<file path="config.mk">
export PLATFORM = sky130hd
export DESIGN_NAME = mc_control_fsm
export DESIGN_NICKNAME = d
export VERILOG_FILES = /design/src/rtl/ctrl_pkg.sv /design/src/rtl/alu_decoder.sv /design/src/rtl/mc_control_fsm.sv
export SDC_FILE = /design/constraint.sdc
export NUM_CORES = 1
export LEC_CHECK = 0
export CAP_MARGIN = 10
export CORE_UTILIZATION = 30
export DETAILED_ROUTE_END_ITERATION = 16
export SYNTH_ARGS = -nofsm -noshare
export SYNTH_HDL_FRONTEND = slang
export SYNTH_SLANG_ARGS = --single-unit
</file>
<file path="constraint.sdc">
create_clock -name clk -period 2.05 [get_ports clk]
set_input_delay 0.41 -clock clk [delete_from_list [all_inputs] [get_ports clk]]
set_output_delay 0.41 -clock clk [all_outputs]
set_load 0.01 [all_outputs]
</file>
<file path="src/rtl/ctrl_pkg.sv">
// Shared encodings for the multicycle RV32I-subset controller: FSM states,
// opcodes, ALU operation codes and result-mux selects.
package ctrl_pkg;

  typedef enum logic [3:0] {
    RESET,
    FETCH,
    DECODE,
    EXEC_R,
    EXEC_I,
    EXEC_LUI,
    EXEC_AUIPC,
    ALU_WB,
    MEM_ADR,
    MEM_RD,
    MEM_WR,
    LOAD_WB,
    BR_CMP,
    BR_TGT,
    JAL,
    TRAP
  } state_t;

  localparam logic [6:0] OP_R      = 7'b0110011;
  localparam logic [6:0] OP_I      = 7'b0010011;
  localparam logic [6:0] OP_LOAD   = 7'b0000011;
  localparam logic [6:0] OP_STORE  = 7'b0100011;
  localparam logic [6:0] OP_BRANCH = 7'b1100011;
  localparam logic [6:0] OP_JAL    = 7'b1101111;
  localparam logic [6:0] OP_LUI    = 7'b0110111;
  localparam logic [6:0] OP_AUIPC  = 7'b0010111;

  localparam logic [2:0] ALU_ADD   = 3'b000;
  localparam logic [2:0] ALU_SUB   = 3'b001;
  localparam logic [2:0] ALU_AND   = 3'b010;
  localparam logic [2:0] ALU_OR    = 3'b011;
  localparam logic [2:0] ALU_SLT   = 3'b101;
  localparam logic [2:0] ALU_PASSB = 3'b110;

  localparam logic [1:0] RES_ALUOUT   = 2'b00;
  localparam logic [1:0] RES_READDATA = 2'b01;
  localparam logic [1:0] RES_PC4      = 2'b10;

  localparam logic [2:0] F3_BEQ = 3'b000;
  localparam logic [2:0] F3_BNE = 3'b001;

endpackage

</file>
<file path="src/rtl/alu_decoder.sv">
// Combinational ALU operation decode for R-type and I-type arithmetic.
// o_alu_legal is low for funct3 values this datapath cannot execute (shifts, xor, sltu).
module alu_decoder
  import ctrl_pkg::*;
(
  input  logic [6:0] i_op,
  input  logic [2:0] i_funct3,
  input  logic       i_funct7b5,
  output logic [2:0] o_alu_control,
  output logic       o_alu_legal
);

  always_comb begin
    o_alu_control = ALU_ADD;
    o_alu_legal   = 1'b1;
    case (i_funct3)
      3'b000:  o_alu_control = (i_op == OP_R && i_funct7b5) ? ALU_SUB : ALU_ADD;
      3'b111:  o_alu_control = ALU_AND;
      3'b110:  o_alu_control = ALU_OR;
      3'b010:  o_alu_control = ALU_SLT;
      default: o_alu_legal   = 1'b0;
    endcase
  end

endmodule

</file>
<file path="src/rtl/mc_control_fsm.sv">
// Multicycle sequencer: walks fetch/decode/execute/writeback, time-sharing one ALU
// and waiting on mem_ready for every memory access.
module mc_control_fsm
  import ctrl_pkg::*;
(
  input  logic       clk,
  input  logic       rst_n,
  input  logic [6:0] op,
  input  logic [2:0] funct3,
  input  logic       funct7b5,
  input  logic       Zero,
  input  logic       mem_ready,
  output logic [2:0] ALUControl,
  output logic       ALUSrcA,
  output logic       ALUSrcB,
  output logic       InstrReq,
  output logic       IRWrite,
  output logic       MemRead,
  output logic       MemWrite,
  output logic       RegWrite,
  output logic [1:0] ResultSrc,
  output logic       PCWrite,
  output logic       PCSrc,
  output logic       instr_done,
  output logic       illegal
);

  // state      | meaning
  // RESET      | outputs quiet, go fetch       EXEC_*  | one ALU cycle for R/I/LUI/AUIPC
  // FETCH      | InstrReq until mem_ready      ALU_WB  | write ALU result, PC+4, retire
  // DECODE     | dispatch on opcode            MEM_*   | address, then read/write handshake
  // BR_CMP/TGT | compare into taken, then target;  JAL | link + jump in one cycle
  // TRAP       | illegal instruction, sticky until reset

  state_t     r_state;
  state_t     w_next_state;
  logic       r_taken;
  logic       w_next_taken;
  logic [2:0] w_alu_ctrl;
  logic       w_alu_legal;

  alu_decoder u_alu_decoder (
    .i_op          (op),
    .i_funct3      (funct3),
    .i_funct7b5    (funct7b5),
    .o_alu_control (w_alu_ctrl),
    .o_alu_legal   (w_alu_legal)
  );

  always_ff @(posedge clk or negedge rst_n) begin
    if (!rst_n) begin
      r_state <= RESET;
      r_taken <= 1'b0;
    end else begin
      r_state <= w_next_state;
      r_taken <= w_next_taken;
    end
  end

  always_comb begin
    w_next_state = r_state;
    w_next_taken = r_taken;
    ALUControl   = ALU_ADD;
    ALUSrcA      = 1'b0;
    ALUSrcB      = 1'b0;
    InstrReq     = 1'b0;
    IRWrite      = 1'b0;
    MemRead      = 1'b0;
    MemWrite     = 1'b0;
    RegWrite     = 1'b0;
    ResultSrc    = RES_ALUOUT;
    PCWrite      = 1'b0;
    PCSrc        = 1'b0;
    instr_done   = 1'b0;
    illegal      = 1'b0;

    case (r_state)
      RESET: w_next_state = FETCH;
      FETCH: begin
        InstrReq = 1'b1;
        if (mem_ready) begin
          IRWrite      = 1'b1;
          w_next_state = DECODE;
        end
      end
      DECODE: begin
        // Unsupported R/I funct3 traps here so EXEC never drives a bogus ALU op.
        case (op)
          OP_R:               w_next_state = w_alu_legal ? EXEC_R : TRAP;
          OP_I:               w_next_state = w_alu_legal ? EXEC_I : TRAP;
          OP_LOAD, OP_STORE:  w_next_state = MEM_ADR;
          OP_BRANCH:          w_next_state = BR_CMP;
          OP_JAL:             w_next_state = JAL;
          OP_LUI:             w_next_state = EXEC_LUI;
          OP_AUIPC:           w_next_state = EXEC_AUIPC;
          default:            w_next_state = TRAP;
        endcase
      end
      EXEC_R: begin
        ALUControl   = w_alu_ctrl;
        w_next_state = ALU_WB;
      end
      EXEC_I: begin
        ALUControl   = w_alu_ctrl;
        ALUSrcB      = 1'b1;
        w_next_state = ALU_WB;
      end
      EXEC_LUI: begin
        ALUControl   = ALU_PASSB;
        ALUSrcB      = 1'b1;
        w_next_state = ALU_WB;
      end
      EXEC_AUIPC: begin
        ALUSrcA      = 1'b1;
        ALUSrcB      = 1'b1;
        w_next_state = ALU_WB;
      end
      ALU_WB: begin
        RegWrite     = 1'b1;
        ResultSrc    = RES_ALUOUT;
        PCWrite      = 1'b1;
        instr_done   = 1'b1;
        w_next_state = FETCH;
      end
      MEM_ADR: begin
        ALUSrcB      = 1'b1;
        w_next_state = (op == OP_STORE) ? MEM_WR : MEM_RD;
      end
      MEM_RD: begin
        MemRead = 1'b1;
        if (mem_ready) w_next_state = LOAD_WB;
      end
      MEM_WR: begin
        MemWrite = 1'b1;
        if (mem_ready) begin
          PCWrite      = 1'b1;
          instr_done   = 1'b1;
          w_next_state = FETCH;
        end
      end
      LOAD_WB: begin
        RegWrite     = 1'b1;
        ResultSrc    = RES_READDATA;
        PCWrite      = 1'b1;
        instr_done   = 1'b1;
        w_next_state = FETCH;
      end
      BR_CMP: begin
        ALUControl = ALU_SUB;
        case (funct3)
          F3_BEQ: begin
            w_next_taken = Zero;
            w_next_state = BR_TGT;
          end
          F3_BNE: begin
            w_next_taken = ~Zero;
            w_next_state = BR_TGT;
          end
          default: w_next_state = TRAP;
        endcase
      end
      BR_TGT: begin
        ALUSrcA      = 1'b1;
        ALUSrcB      = 1'b1;
        PCWrite      = 1'b1;
        PCSrc        = r_taken;
        instr_done   = 1'b1;
        w_next_state = FETCH;
      end
      JAL: begin
        ALUSrcA      = 1'b1;
        ALUSrcB      = 1'b1;
        RegWrite     = 1'b1;
        ResultSrc    = RES_PC4;
        PCWrite      = 1'b1;
        PCSrc        = 1'b1;
        instr_done   = 1'b1;
        w_next_state = FETCH;
      end
      TRAP:    illegal = 1'b1;
      default: w_next_state = RESET;
    endcase
  end

endmodule

</file>
# Yosys cells after proc, flatten, opt, wreduce, memory -nomap -nowiden
# Index checks and enable logic that the tools add are counted.
# W data, S select, Z words.
[totals] elab_cells=76 ff_bits=5
[classes] n_eq_ne=30 n_reduce_logical=17 n_mux=26 n_bitwise=1
[ops] cell="$eq A4 B4 Y1 const B" n=8
[ops] cell="$pmux W4 S8" n=1
[ops] cell="$pmux W4 S7" n=1
[ops] cell="$eq A7 B6 Y1 const B" n=3
[ops] cell="$mux W4" n=5
[ops] cell="$eq A4 B3 Y1 const B" n=4
[ops] cell="$eq A7 B5 Y1 const B" n=2
[ops] cell="$eq A7 B7 Y1 const B" n=2
[ops] cell="$pmux W3 S4" n=1
[ops] cell="$reduce_or A4 Y1" n=3
[ops] cell="$mux W1" n=11
[ops] cell="$pmux W3 S3" n=1
[ops] cell="$eq A4 B2 Y1 const B" n=2
[ops] cell="$reduce_bool A8 Y1" n=1
[ops] cell="$eq A7 B2 Y1 const B" n=1
[ops] cell="$eq A3 B3 Y1 const B" n=2
[ops] cell="$ne A2 B2 Y1 const B" n=3
[ops] cell="$pmux W1 S2" n=3
[ops] cell="$reduce_or A2 Y1" n=3
[ops] cell="$reduce_or A3 Y1" n=2
[ops] cell="$reduce_or A6 Y1" n=1
[ops] cell="$reduce_or A5 Y1" n=1
[ops] cell="$eq A4 B1 Y1 const B" n=1
[ops] cell="$logic_not A4 Y1" n=1
[ops] cell="other kinds (10)" n=11

# Longest topological paths before layout
# Gate-level depths: netlist (run 1).
[logic_depth] ltp_word=6 depth_mapped=6

# Cells and area by module
# Synthesis (run 1) repeated with hierarchy kept, for this count alone.
[hier_totals] hier_cells=132 area_unflattened_um2=875.8
[modules_own_cells] mod="mc_control_fsm" instances=1 seq_area_each_um2=125.1 cells_each=124 area_each_um2=812.0
[modules_own_cells] mod="alu_decoder" instances=1 seq_area_each_um2=0.0 cells_each=8 area_each_um2=63.8

# Worst setup path after synthesis (run 1)
# Ideal clock, no wire load.
[synth_path] kind="reg-to-output" from="reg r_state[2]" to="out instr_done" setup_slack_ns=0.115 stages_incl_launch_ff=6 required_time_ns=1.640 arrival_ns=1.525 n_path_buf=3 path_cell_list="dfrtp_1 clkbuf_1 inv_1 clkbuf_1 o31ai_1 buf_4"
[synth_between] elab_chain_len=3
[synth_lines] element="start, declared" line_no="mc_control_fsm.sv:35" rtl="state_t r_state;"
[synth_lines] element="start signal, assigned" line_no="mc_control_fsm.sv:55" rtl="r_state <= w_next_state;"
[synth_lines] element="$eq A4 B4 Y1 / $eq A4 B3 Y1 (equally long branches)"
[synth_lines] element="$reduce_or A4 Y1 (no line)"
[synth_lines] element="$pmux W1 S2 *"
[synth_lines] element="end, declared" line_no="mc_control_fsm.sv:24" rtl="output logic instr_done,"
# Every way passes the cells marked *; elsewhere a longest branch is shown, timed or not.

# Worst setup path in the final report (run 1)
[layout_path] from="reg r_state[1]" to="out ALUSrcB"
[layout_between] elab_chain_len=3
[layout_lines] element="$eq A4 B4 Y1 / $eq A4 B3 Y1 (equally long branches)" line_no="mc_control_fsm.sv:77" rtl="case (r_state)"
[layout_lines] element="$reduce_or A6 Y1 (no line) *"
[layout_lines] element="$mux W1 *" line_no="mc_control_fsm.sv:77"
[layout_lines] element="end, declared" line_no="mc_control_fsm.sv:15" rtl="output logic ALUSrcB,"
# Marked as above.

==> results of run 1 <==
## synth_stat cells, types with 2 or more instances
cell      count  share of area, %
nor2b_1       2               1.6
nand2_1      13               6.4
nand2b_1      3               2.5
buf_2         5               3.3
a211oi_1      3               3.0
nor3_1        4               2.6
clkbuf_1      2              0.99
o311ai_0      3               3.5
nor2_1       24                12
a21oi_1       8               5.3
xor2_1        2               2.3
a31oi_1       3               2.5
nand4_1       2               1.6
inv_1         4               2.0
dfrtp_1       5                16
o21ai_0       5               3.3
a311o_1       2               2.6
nand3_1       2               1.3
nor4_1        2               1.6
## worst max-delay path, cell delays in order (launching register included)
cell and delay (ns):
dfrtp_2 0.46, buf_4 0.16, buf_4 0.15, nor2_1 0.17, o32ai_1 0.10, dlygate4sd2_1 0.28
## what timing repair did
item,in CTS,in global routing
hold buffers,0,0
gates cloned,0,0
setup buffers,2,2
setup endpoints to repair,16,8
gates resized for setup,40,15
pin swaps,0,5
## power groups by stage
stage | Sequential (uW) | Clock, uW | Combinational, uW
finish | 212 | 115 | 1450
global route | 215 | 134 | 1590
CTS | 209 | 122 | 1390
detailed placement | 203 | 0 | 1430
global placement | 205 | 0 | 1410
floorplan | 160 | 0 | 750
## metrics by stage
step,setup TNS [ns],util [%],setup WS (ns)
after global placement,-2.64,58.2,-0.558
after detailed placement,-2.80,58.2,-0.560
final,0,60.9,0.0808
after CTS,0,59.7,0.00346
after floorplan,0,-,0.115
after global routing,-0.0180,60.9,-0.0103
## placed cells by master, fill, tap and decap left out, types with 2 or more instances in the layout
| cell | instances |
|---|---|
| clkdlybuf4s50_1 | 10 |
| o21ai_0 | 5 |
| buf_6 | 4 |
| dlygate4sd2_1 | 12 |
| a21oi_1 | 7 |
| nor2_1 | 20 |
| nor2_2 | 5 |
| o311ai_0 | 3 |
| a31oi_1 | 3 |
| inv_2 | 2 |
| buf_2 | 3 |
| dfrtp_1 | 3 |
| nor4_1 | 2 |
| a211oi_1 | 3 |
| inv_1 | 2 |
| nand2b_1 | 3 |
| clkbuf_4 | 3 |
| nor3_1 | 4 |
| nand2_1 | 12 |
| nand3_1 | 2 |
| a311o_1 | 2 |
| buf_4 | 38 |
| clkbuf_2 | 3 |
| xor2_1 | 2 |
| nand4_1 | 2 |
| dfrtp_2 | 2 |
## routing by layer
| metal | GRT usage, % | wire [um] | up-vias |
|---|---|---|---|
| met3 | 0.580 | 109 | 6 |
| met1 | 29.4 | 1350 | 515 |
| met4 | 10.1 | 34 | 0 |
| li1 | - | - | 555 |
| met5 | 0 | 0 | - |
| met2 | 38.4 | 1310 | 28 |
## cell families (layout without fill, tap and decap cells)
family                 count (synthesis)  count (layout)  share of synthesized area, %
AND/OR/NAND/NOR                       57              57                          34.9
buffers and inverters                 13              80                          7.73
multiplexers                           2               2                          2.80
XOR/XNOR                               3               3                          3.45
AO/OA/AOI/OAI                         35              35                          34.7
flip-flops                             5               5                          16.4
## final cells by class
class | instances | share of cell area [%]
Multi-Input combinational cell | 97 | 43.4
Timing Repair Buffer | 72 | 42.0
Sequential cell | 5 | 9.12
Tap cell | 28 | 2.50
Clock buffer | 4 | 1.88
Inverter | 4 | 1.07
## state kept, by name, indices dropped and copies added, names as in the netlist
register  count
r_taken       1
r_state       4
## how the worst max path moves through the flow
stage / startpoint / end / slack (ns) / cells past startpoint
after floorplan: r_state[2] / instr_done / 0.11 / 5
after global placement: mem_ready / instr_done / -0.56 / 6
after detailed placement: mem_ready / PCWrite / -0.56 / 6
after CTS: r_state[0] / instr_done / 0.003 / 6
after global routing: r_state[1] / ALUSrcA / -0.01 / 6
final: r_state[1] / ALUSrcB / 0.08 / 5
==> results, run 1 <==
- Setup repair after global routing could not meet its margin everywhere.
- The total power per unit cell area is about 1300 nW/um2.
- The number of placed instances, taps included is a little over 200.
- The number of antenna diodes in the final layout is 0.
- The detailed-route DRC error count is 0.
- The category of the most critical setup path is reg -> out.
- The sequential cell area fraction in the yosys report is roughly 16%.
- Power comes to 1780 uW.
- The number of max-cap violations is 0.
- For this run, the top clock speed supported by timing is 0.508 GHz.
- The number of optimization iterations in the first detailed-route pass is 4.
- Cell internal power was estimated by the tool at between 900 and 1000 uW.
- The number of H-tree levels is 1.
- The reported net switching power is approximately 840 uW.
- For the pin with the worst max-slew slack, the measured transition is 0.415 ns.
- The largest vdd supply drop is slightly above 0.8 mV.
- The count of antenna-violating nets left after detailed routing is 0.
- The average footprint of a synthesized cell is approximately 6.6 um2.
- STA classifies the critical path startpoint as a flop.
- The final instance count without filler cells is 210.
- For the worst flop-to-flop path, the logic depth is 7.
- The share of power burned in registers is a little under an eighth.
- The post-synthesis instance area is approximately 760 um2.
- The area growth from synthesis to layout is 84.0%.
- The width of the die is between 50 and 60 um.
- The count of flip-flops with a built-in enable after synthesis is 0.
- The initial cell density of the core is 33.1%.
- Along the worst path, the maximum fanout reaches 7.
- The number of antenna violations at the first check in global routing is 0.
- Entering global routing, the biggest net connects 10 pins.
- TritonCTS built the clock tree.
- The number of hold-slack violations in the final timing report is 0.
- Summing all non-filler instances in the final layout gives an area of around 1400 um2.
- In this run the vertical extent of the chip is between 50 and 60 um.
- The footprint of the multi-input gates is between 600 and 700 um2.
- The required arrival time at the worst endpoint is approximately 1.6 ns.
- For this run, asynchronously set or reset flops after synthesis account for 100%.
- The site row count is 17.
- In this run, CTS created clock tree buffers numbering 3.
- The combinational power share is between 80% and 90%.
- After technology mapping, the gate count stands at 115.
- Port buffering added 30 buffers.
- The minimum setup slack among reg-to-reg paths is between 0.3 and 0.4 ns.
- The critical path endpoint category is a primary output.
- The count of distinct cell types in the synthesized netlist is 40.
- The number of design-rule violations left by the first detailed-router iteration is 18.
- The final global-route overflow total is 0.
- The flow ran to the end, and the final reports show no timing, DRC or antenna violations.
- The number of filler cells placed in the layout is around 230.
- The number of warnings reported in the yosys synthesis log is 0.
- Using the TritonRoute via totals, the vias-per-cell ratio works out to roughly 5.3.
- The origin of the critical flop-to-flop path is r_state[0].
- In this run switching power makes up 47.2% of total power.
- When the netlist entered floorplanning its net count stood at 130.
- In the finished design, the share of the clock period the worst path needs comes to a little over nine tenths.
- The capture point of the worst reg-to-reg path is r_state[1].
- The floorplan step defined a die boundary enclosing about 2700 um2.
- In the synthesized netlist the dominant register cell turns out to be dfrtp_1.
- The max-slew violation total from the final report is 0.
- Registers take approximately 130 um2.
- In this run the tightest slew margin relative to its limit is between 70% and 80%.
- The number of global-route vias before repair was between 1000 and 1500.
- The time the final worst path needs with I/O delays and setup is between 1.5 and 2 ns.
- The root buffer cell is clkbuf_4.
- For this run, the total global-route usage over all layers was measured as 22.7%.
- After detailed placement, the total cell area comes to roughly 1300 um2.
- The clock reaches the later pin of the worst-skew pair after ~0.24 ns.
- The total wirelength of the detailed-routed design is 2.80 mm.
- After legalization and detailed placement, the total HPWL measured 2.18 mm.
- In this run the static leakage power is between 0.0006 and 0.0007 uW.
- The final setup violation count is 0.
- The post-route worst hold slack is between 0.3 and 0.4 ns.
- The net total in the final layout is roughly 200.
- The classification of the worst-slack hold path is in -> async.
- In this run the deepest clock path goes through 2 buffers.
- The first global-routing pass estimated roughly 4.6 mm of wire.
- The signal arrival time at the worst endpoint is 1.56 ns.
- The routed via count is approximately 1100.
- The clock share of power is between 6 and 7%.
- After detailed routing, the average wire length per cell comes to 13.3 um.
- Clock skew on the completed layout was measured at 0.00180 ns.
- The clock-pin transition on the worst setup and hold timing paths is 0.05 ns.
- The weighted congestion reported at the end of routability-driven placement is ~0.87.
- 31 I/O pins were placed.
- The floorplan step defined a core boundary enclosing about 2300 um2.
- The share of layout cells above drive strength 1 is between 30% and 40%.
- CTS saw 5 sinks.
- In this run, synthesis produced a sequential element count of 5.
Power figures use the tool's default switching activity.
==> inputs of run 2 (changes only) <==
MAX_ROUTING_LAYER = met4   (was unset)
SYNTH_HIERARCHICAL = 1   (was unset)
==> run 2 against run 1 <==
Against the previous run: the run now ends with negative setup slack left; clock skew grew 0.0037 ns; setup slack lost 0.11 ns; sequential power shrank 3%; clock power about the same; critical path type is now in -> out; largest cell class unchanged.
==> results, run 2 <==
- The area of the placeable core came to 2760 um2 (was 2300 um2).
- The average via count per standard cell came to 5.40 (was 5.26).
- Outcome: finished, violations left (was complete, no violations).
- The post-layout instance area is 1470 um2 (was 1400 um2).
- The summed negative setup slack over all endpoints is -0.0311 ns (was 0 ns).
- The cell leakage power is 0.000752 uW (was 0.000641 uW).
- Unrepaired setup endpoints after global routing: true (unchanged).
- The total wirelength of the detailed-routed design is 2.96 mm (was 2.80 mm).
- The biggest fanout along the worst timing path is 2 (was 7).
- The number of design-rule violations left by the first detailed-router iteration is 29 (was 18).
- The area growth from synthesis to layout was 67.3% (was 84.0%).
- The number of antenna violations at the first check in global routing is 0 (unchanged).
- The net total in the final layout is 201 (was 198).
- The count of distinct cell types in the synthesized netlist is 44 (was 40).
- The classification of the worst-slack hold path is in -> async (unchanged).
- The die area is 3140 um2 (was 2740 um2).
- The weighted congestion reported at the end of routability-driven placement is 0.895 (was 0.869).
- The final global-route overflow total is 0 (unchanged).
- The post-route worst hold slack is 0.379 ns (was 0.387 ns).
- The number of hold buffers added after CTS was 0 (unchanged).
- The share of synthesized registers carrying an async set or reset came to 100% (unchanged).
- The number of flip-flops in the largest register came to 4 (unchanged).
- The site row count was 19 (was 17).
- The number of optimization iterations in the first detailed-route pass is 4 (unchanged).
- The average routed wire per standard cell was 13.7 um (was 13.3 um).
- The total clock sinks was 5 (unchanged).
- The final worst setup slack is -0.0311 ns (was 0.0808 ns).
- The number of filler cells placed in the layout was 283 (was 228).
- The signal arrival time at the worst endpoint is 1.67 ns (was 1.56 ns).
- The sequential cell area fraction in the yosys report was 14.3% (was 16.4%).
- The largest buffer count on any clock path is 2 (unchanged).
- The post-synthesis instance area is 876 um2 (was 761 um2).
- The cell accounting for the most synthesized area is dfrtp_1 (unchanged).
- The share of layout cells above drive strength 1 is 28.6% (was 37.9%).
- The origin of the critical flop-to-flop path is r_state[1] (was r_state[0]).
- The element type at the critical path start is a primary input (was flop).
- The wire length of the first global-routing pass is 4.91 mm (was 4.64 mm).
- The number of H-tree levels came to 1 (unchanged).
- The latest clock arrival within the worst-skew pair is 0.25 ns (was 0.24 ns).
- The initial cell density of the core is 31.8% (was 33.1%).
- The largest vdd supply drop is 0.742 mV (was 0.823 mV).
- The average footprint of a synthesized cell is 6.64 um2 (was 6.62 um2).
- The number of top-level pins is 31 (unchanged).
- The routed via count is 1167 (was 1104).
- The number of clock buffers inserted by TritonCTS is 3 (unchanged).
- The category of the most critical setup path is in -> out (was reg -> out).
- The final worst-path cycle share is 102% (was 96.1%).
- The leading cell type in the layout, fill and taps excluded is buf_4 (unchanged).
- The instance area at placement was 1370 um2 (was 1340 um2).
- The max-slew violation total from the final report is 0 (unchanged).
- The capture point of the worst reg-to-reg path is r_taken (was r_state[1]).
- The total power per unit cell area came to 1050 nW/um2 (was 1270 nW/um2).
- The placed wire-length estimate after detailed placement is 2.34 mm (was 2.18 mm).
- The number of global-route vias before repair came to 1099 (was 1061).
- The required arrival time at the worst endpoint is 1.64 ns (about the same).
- The die boundary height is 56.0 um (was 52.4 um).
- The final setup violation count was 1 (was 0).
- The number of max-cap violations is 0 (unchanged).
- The critical path endpoint category is a primary output (unchanged).
- The register with the most flip-flops is r_state (unchanged).
- The number of synthesized register bits is 5 (unchanged).
- The global-route usage over all layers is 20.0% (was 22.7%).
- The footprint of the multi-input gates is 707 um2 (was 608 um2).
- The number of warnings reported in the yosys synthesis log is 6 (was 0).
- The number of cells traversed by the worst register-to-register path is 5 (was 7).
- The root buffer cell is clkbuf_4 (unchanged).
- Cells taking the most area after synthesis: dfrtp_1 14%, a21oi_1 8.6%, nor2_1 6.4% (was dfrtp_1 16%, nor2_1 12%, nand2_1 6.4%).
- The worst-margin pin slew came to 0.400 ns (was 0.415 ns).
- The worst clock skew is 0.00551 ns (was 0.00180 ns).
- The remaining max-slew budget at the tightest pin is 73.0% (was 72.1%).
- The flip-flop and latch area is 128 um2 (unchanged).
- The number of antenna diodes is 0 (unchanged).
- The time the final worst path needs with I/O delays and setup is 2.08 ns (was 1.97 ns).
- The CTS tree is done (unchanged).
- Top flop regs: r_state (4), r_taken (1) (unchanged).
- The detailed-route DRC error count is 0 (unchanged).
- The minimum setup slack among reg-to-reg paths was 0.15 ns (was 0.37 ns).
- Highest-count cells in the layout ignoring fill and taps: 29 x buf_4, 15 x a21oi_1, 13 x nand2_1, 13 x nor2_1 (was 38 x buf_4, 20 x nor2_1, 12 x nand2_1, 12 x dlygate4sd2_1, 10 x clkdlybuf4s50_1).
- The number of input and output port buffers inserted came to 30 (unchanged).
- The gate count of the mapped netlist is 132 (was 115).
- The maximum number of pins on one net before global-route repair came to 13 (was 10).
- The clock-pin transition on the worst setup and hold timing paths is 0.05 ns (about the same).
- The most used flip-flop cell after synthesis is dfrtp_1 (unchanged).
- The top-area cell type share of the netlist area came to 14.3% (was 16.4%).
- The synthesized netlist net count is 147 (was 130).
- Synth cell count leaders: 15 x a21oi_1, 15 x nor2_1, 14 x nand2_1 (was 24 x nor2_1, 13 x nand2_1, 8 x a21oi_1).
- The width of the die is 56.0 um (was 52.4 um).
- The count of flip-flops with a built-in enable after synthesis came to 0 (unchanged).
- The count of antenna-violating nets left after detailed routing is 0 (unchanged).
- The number of hold-slack violations in the final timing report was 0 (unchanged).
- The maximum operating frequency was 0.481 GHz (was 0.508 GHz).
- The final reports fail on negative setup slack.
run 2: critical path: stages:
cell and delay [ns]:
clkdlybuf4s50_1 0.46, and4bb_1 0.18, a32o_2 0.25, o21ai_1 0.12
o22ai_1 0.10, buf_2 0.14
run 2: area by class of cell:
type / instances / area share, %
sequential: 5 / 8.71
inverter: 6 / 1.54
clock buffer: 4 / 1.79
timing repair buffer: 61 / 37.1
multi-input combinational: 109 / 48.2
tap: 31 / 2.65
run 2: where the power goes:
group	internal, uW	switching (uW)	total (uW)
Combinational	600	617	1220
Clock	73.7	41.9	116
Sequential	146	59.6	206
run 2: stage by stage:
stage          total power, uW  setup slack [ns]  util, %  std cells
6_report                  1540           -0.0311     53.1        216
3_3_place_gp              1380            -0.568     49.5        210
3_5_place_dp              1390            -0.679     49.5        210
4_1_cts                   1500            -0.180     51.5        215
2_1_floorplan              856             0.271        -        132
5_1_grt                   1660           -0.0682     53.1        216
run 2: per-layer routing:
metal	vias up	wire length [um]	track usage, %
li1	584	-	-
met1	537	1200	22.2
met2	42	1620	36.9
met3	4	118	2.33
met4	0	25	6.27
met5	-	0	-
run 2: repair_timing:
action | 4_1_cts | 5_1_grt
resized for setup | 28 | 22
buffers inserted | 1 | 1
pin swaps | 2 | 4
endpoints found under the setup margin | 16 | 11
run 2: kinds of logic after synthesis:
kind of cell / Yosys count / synth area share (%)
simple gates: 62 / 38.3
buf+inv: 18 / 10.1
flops: 5 / 14.3
xor+xnor: 2 / 2.00
mux: 2 / 2.43
compound gates: 43 / 32.9
run 2: worst max-delay path by stage:
stage               start             to  cells past startpoint
2_1_floorplan  r_state[2]     instr_done                      7
3_3_place_gp        op[5]  ALUControl[0]                      6
3_5_place_dp        op[5]  ALUControl[0]                      6
4_1_cts             op[5]  ALUControl[0]                      6
5_1_grt         funct3[0]  ALUControl[0]                      6
6_report        funct3[0]  ALUControl[0]                      6
==> inputs of run 3 (changes only) <==
RECOVER_POWER = 50   (was unset)
==> run 3 against run 2 <==
Against the previous run: the flow still finishes with violations (negative setup slack); register-to-register slack got worse by 0.02 ns; core utilization down 0.23 points; non-clock buffer count stayed put; cell count stayed put; sequential power is essentially flat; die area stayed put; sequential share of layout area hardly changed; clock power barely moved; combinational power about the same; clock skew about the same; via count increased by 1.0%; clock-buffer cell count did not move; highest routed layer unchanged.
==> results, run 3 (same netlist as run 2, synthesis figures left out) <==
- The summed negative setup slack over all endpoints is -0.0306 ns (was -0.0311 ns).
- The global-route usage over all layers is 20.0% (unchanged).
- Outcome: finished, violations left (unchanged).
- The maximum number of pins on one net before global-route repair is 13 (unchanged).
- The final worst setup slack is -0.0306 ns (was -0.0311 ns).
- Top flop regs: r_state (4), r_taken (1) (unchanged).
- The width of the die is 56.0 um (unchanged).
- The worst clock skew is 0.00535 ns (was 0.00551 ns).
- The total clock sinks was 5 (unchanged).
- The critical path startpoint is funct3[0] (unchanged).
- The net total in the final layout was 201 (unchanged).
- The CTS tree is done (unchanged).
- The routed via count is 1179 (was 1167).
- The largest vdd supply drop is 0.739 mV (was 0.742 mV).
- The number of clock buffers inserted by TritonCTS was 3 (unchanged).
- The final global-route overflow total is 0 (unchanged).
- The element type at the critical path start is a primary input (unchanged).
- The number of global-route vias before repair came to 1099 (unchanged).
- The average via count per standard cell is 5.46 (was 5.40).
- The number of top-level pins is 31 (unchanged).
- The site row count is 19 (unchanged).
- The number of hold-slack violations in the final timing report was 0 (unchanged).
- The total wirelength of the detailed-routed design is 2.97 mm (was 2.96 mm).
- The register with the most flip-flops is r_state (unchanged).
- The largest buffer count on any clock path came to 2 (unchanged).
- The max-slew violation total from the final report came to 0 (unchanged).
- The number of flip-flops in the largest register is 4 (unchanged).
- The initial cell density of the core was 31.8% (unchanged).
- The category of the most critical setup path is in -> out (unchanged).
- The latest clock arrival within the worst-skew pair was 0.24 ns (was 0.25 ns).
- The area of the placeable core came to 2760 um2 (unchanged).
- The area growth from synthesis to layout is 66.6% (was 67.3%).
- The number of antenna diodes is 0 (unchanged).
- The number of antenna violations at the first check in global routing is 0 (unchanged).
- The critical path endpoint category was a primary output (unchanged).
- The number of filler cells placed in the layout was 283 (unchanged).
- The number of design-rule violations left by the first detailed-router iteration is 20 (was 29).
- The origin of the critical flop-to-flop path is r_state[0] (was r_state[1]).
- The clock-pin transition on the worst setup and hold timing paths is 0.05 ns (about the same).
- The number of max-cap violations came to 0 (unchanged).
- The die area came to 3140 um2 (unchanged).
- The number of hold buffers added after CTS is 0 (unchanged).
- The placed wire-length estimate after detailed placement is 2.34 mm (unchanged).
- Failing checks: negative setup slack (unchanged).
- The time the final worst path needs with I/O delays and setup came to 2.08 ns (about the same).
- The count of antenna-violating nets left after detailed routing came to 0 (unchanged).
- Highest-count cells in the layout ignoring fill and taps: 29 x buf_4, 15 x a21oi_1, 14 x nand2_1 (was 29 x buf_4, 15 x a21oi_1, 13 x nand2_1, 13 x nor2_1).
- The share of layout cells above drive strength 1 is 27.0% (was 28.6%).
- The maximum operating frequency is 0.481 GHz (about the same).
- The number of optimization iterations in the first detailed-route pass is 4 (unchanged).
- The detailed-route DRC error count is 0 (unchanged).
- The total power per unit cell area is 1050 nW/um2 (about the same).
- The cell leakage power was 0.000737 uW (was 0.000752 uW).
- The root buffer cell was clkbuf_4 (unchanged).
- The number of H-tree levels is 1 (unchanged).
- The weighted congestion reported at the end of routability-driven placement is 0.895 (unchanged).
- The die boundary height came to 56.0 um (unchanged).
- The worst-margin pin slew came to 0.412 ns (was 0.400 ns).
- The signal arrival time at the worst endpoint was 1.67 ns (about the same).
- The post-route worst hold slack is 0.452 ns (was 0.379 ns).
- The wire length of the first global-routing pass is 4.91 mm (unchanged).
- The number of input and output port buffers inserted is 30 (unchanged).
- The final setup violation count is 1 (unchanged).
- The final worst-path cycle share is 101% (was 102%).
- The remaining max-slew budget at the tightest pin is 72.1% (was 73.0%).
- The biggest fanout along the worst timing path came to 2 (unchanged).
- The average routed wire per standard cell is 13.8 um (was 13.7 um).
- The required arrival time at the worst endpoint is 1.64 ns (about the same).
- The leading cell type in the layout, fill and taps excluded is buf_4 (unchanged).
- Unrepaired setup endpoints after global routing: true (unchanged).
- The classification of the worst-slack hold path is in -> async (unchanged).
## run 3: cell count changes in the layout (fill, tap and decap cells not counted), sizes merged
cell / delta
dlygate4sd3: +1
clkdlybuf4s50: -1
dlymetal6s2s: -1
clkdlybuf4s25: +1
## run 3: worst paths after layout
path                                 end  slack [ns]  depth (start not counted)
min reg2reg                      r_taken        0.52                          1
min in group clk                 r_taken        0.52                          1
max                        ALUControl[0]       -0.03                          6
max reg2reg                      r_taken        0.13                          5
max in group asynchronous     r_state[1]        1.39                          1
min                              r_taken        0.45                          1
## run 3: layer usage
| metal | routed length (um) | global-route usage (%) |
|---|---|---|
| met3 | 108 | 2.33 |
| met2 | 1640 | 36.9 |
| met5 | 0 | - |
| met4 | 20 | 6.27 |
| met1 | 1200 | 22.2 |
## run 3: metrics by stage
step	utilization, %	power, uW	worst slack [ns]	std cells	instance area [um2]
floorplan	-	856	0.271	132	876
global placement	49.5	1380	-0.568	210	1370
detailed placement	49.5	1390	-0.679	210	1370
CTS	51.5	1500	-0.180	215	1420
global route	52.9	1650	-0.0682	216	1460
finish	52.9	1530	-0.0306	216	1460
## run 3: area by class of cell
cell class | instances | area [um2] | share of cell area (%)
Clock buffer | 4 | 26.3 | 1.80
Inverter | 6 | 22.5 | 1.54
Tap cell | 31 | 38.8 | 2.66
Timing Repair Buffer | 61 | 541 | 37.0
Multi-Input combinational cell | 109 | 704 | 48.3
Sequential cell | 5 | 126 | 8.66
## run 3: where the power goes
group / total [uW] / internal [uW] / switching [uW]
logic: 1220 / 598 / 618
clock network: 114 / 73.6 / 40.8
registers: 203 / 145 / 58.9
## run 3: what timing repair did
item                       4_1_cts  5_1_grt
setup endpoints to repair       16       11
resized for setup               28       22
buffers inserted                 1        1
hold endpoints to repair         0        0
pin swaps                        2        4
## run 3: critical path, cell delays in order
cell,delay [ns]
clkdlybuf4s50_1,0.46
and4bb_1,0.18
a32o_2,0.25
o21ai_1,0.12
o22ai_1,0.10
buf_2,0.14
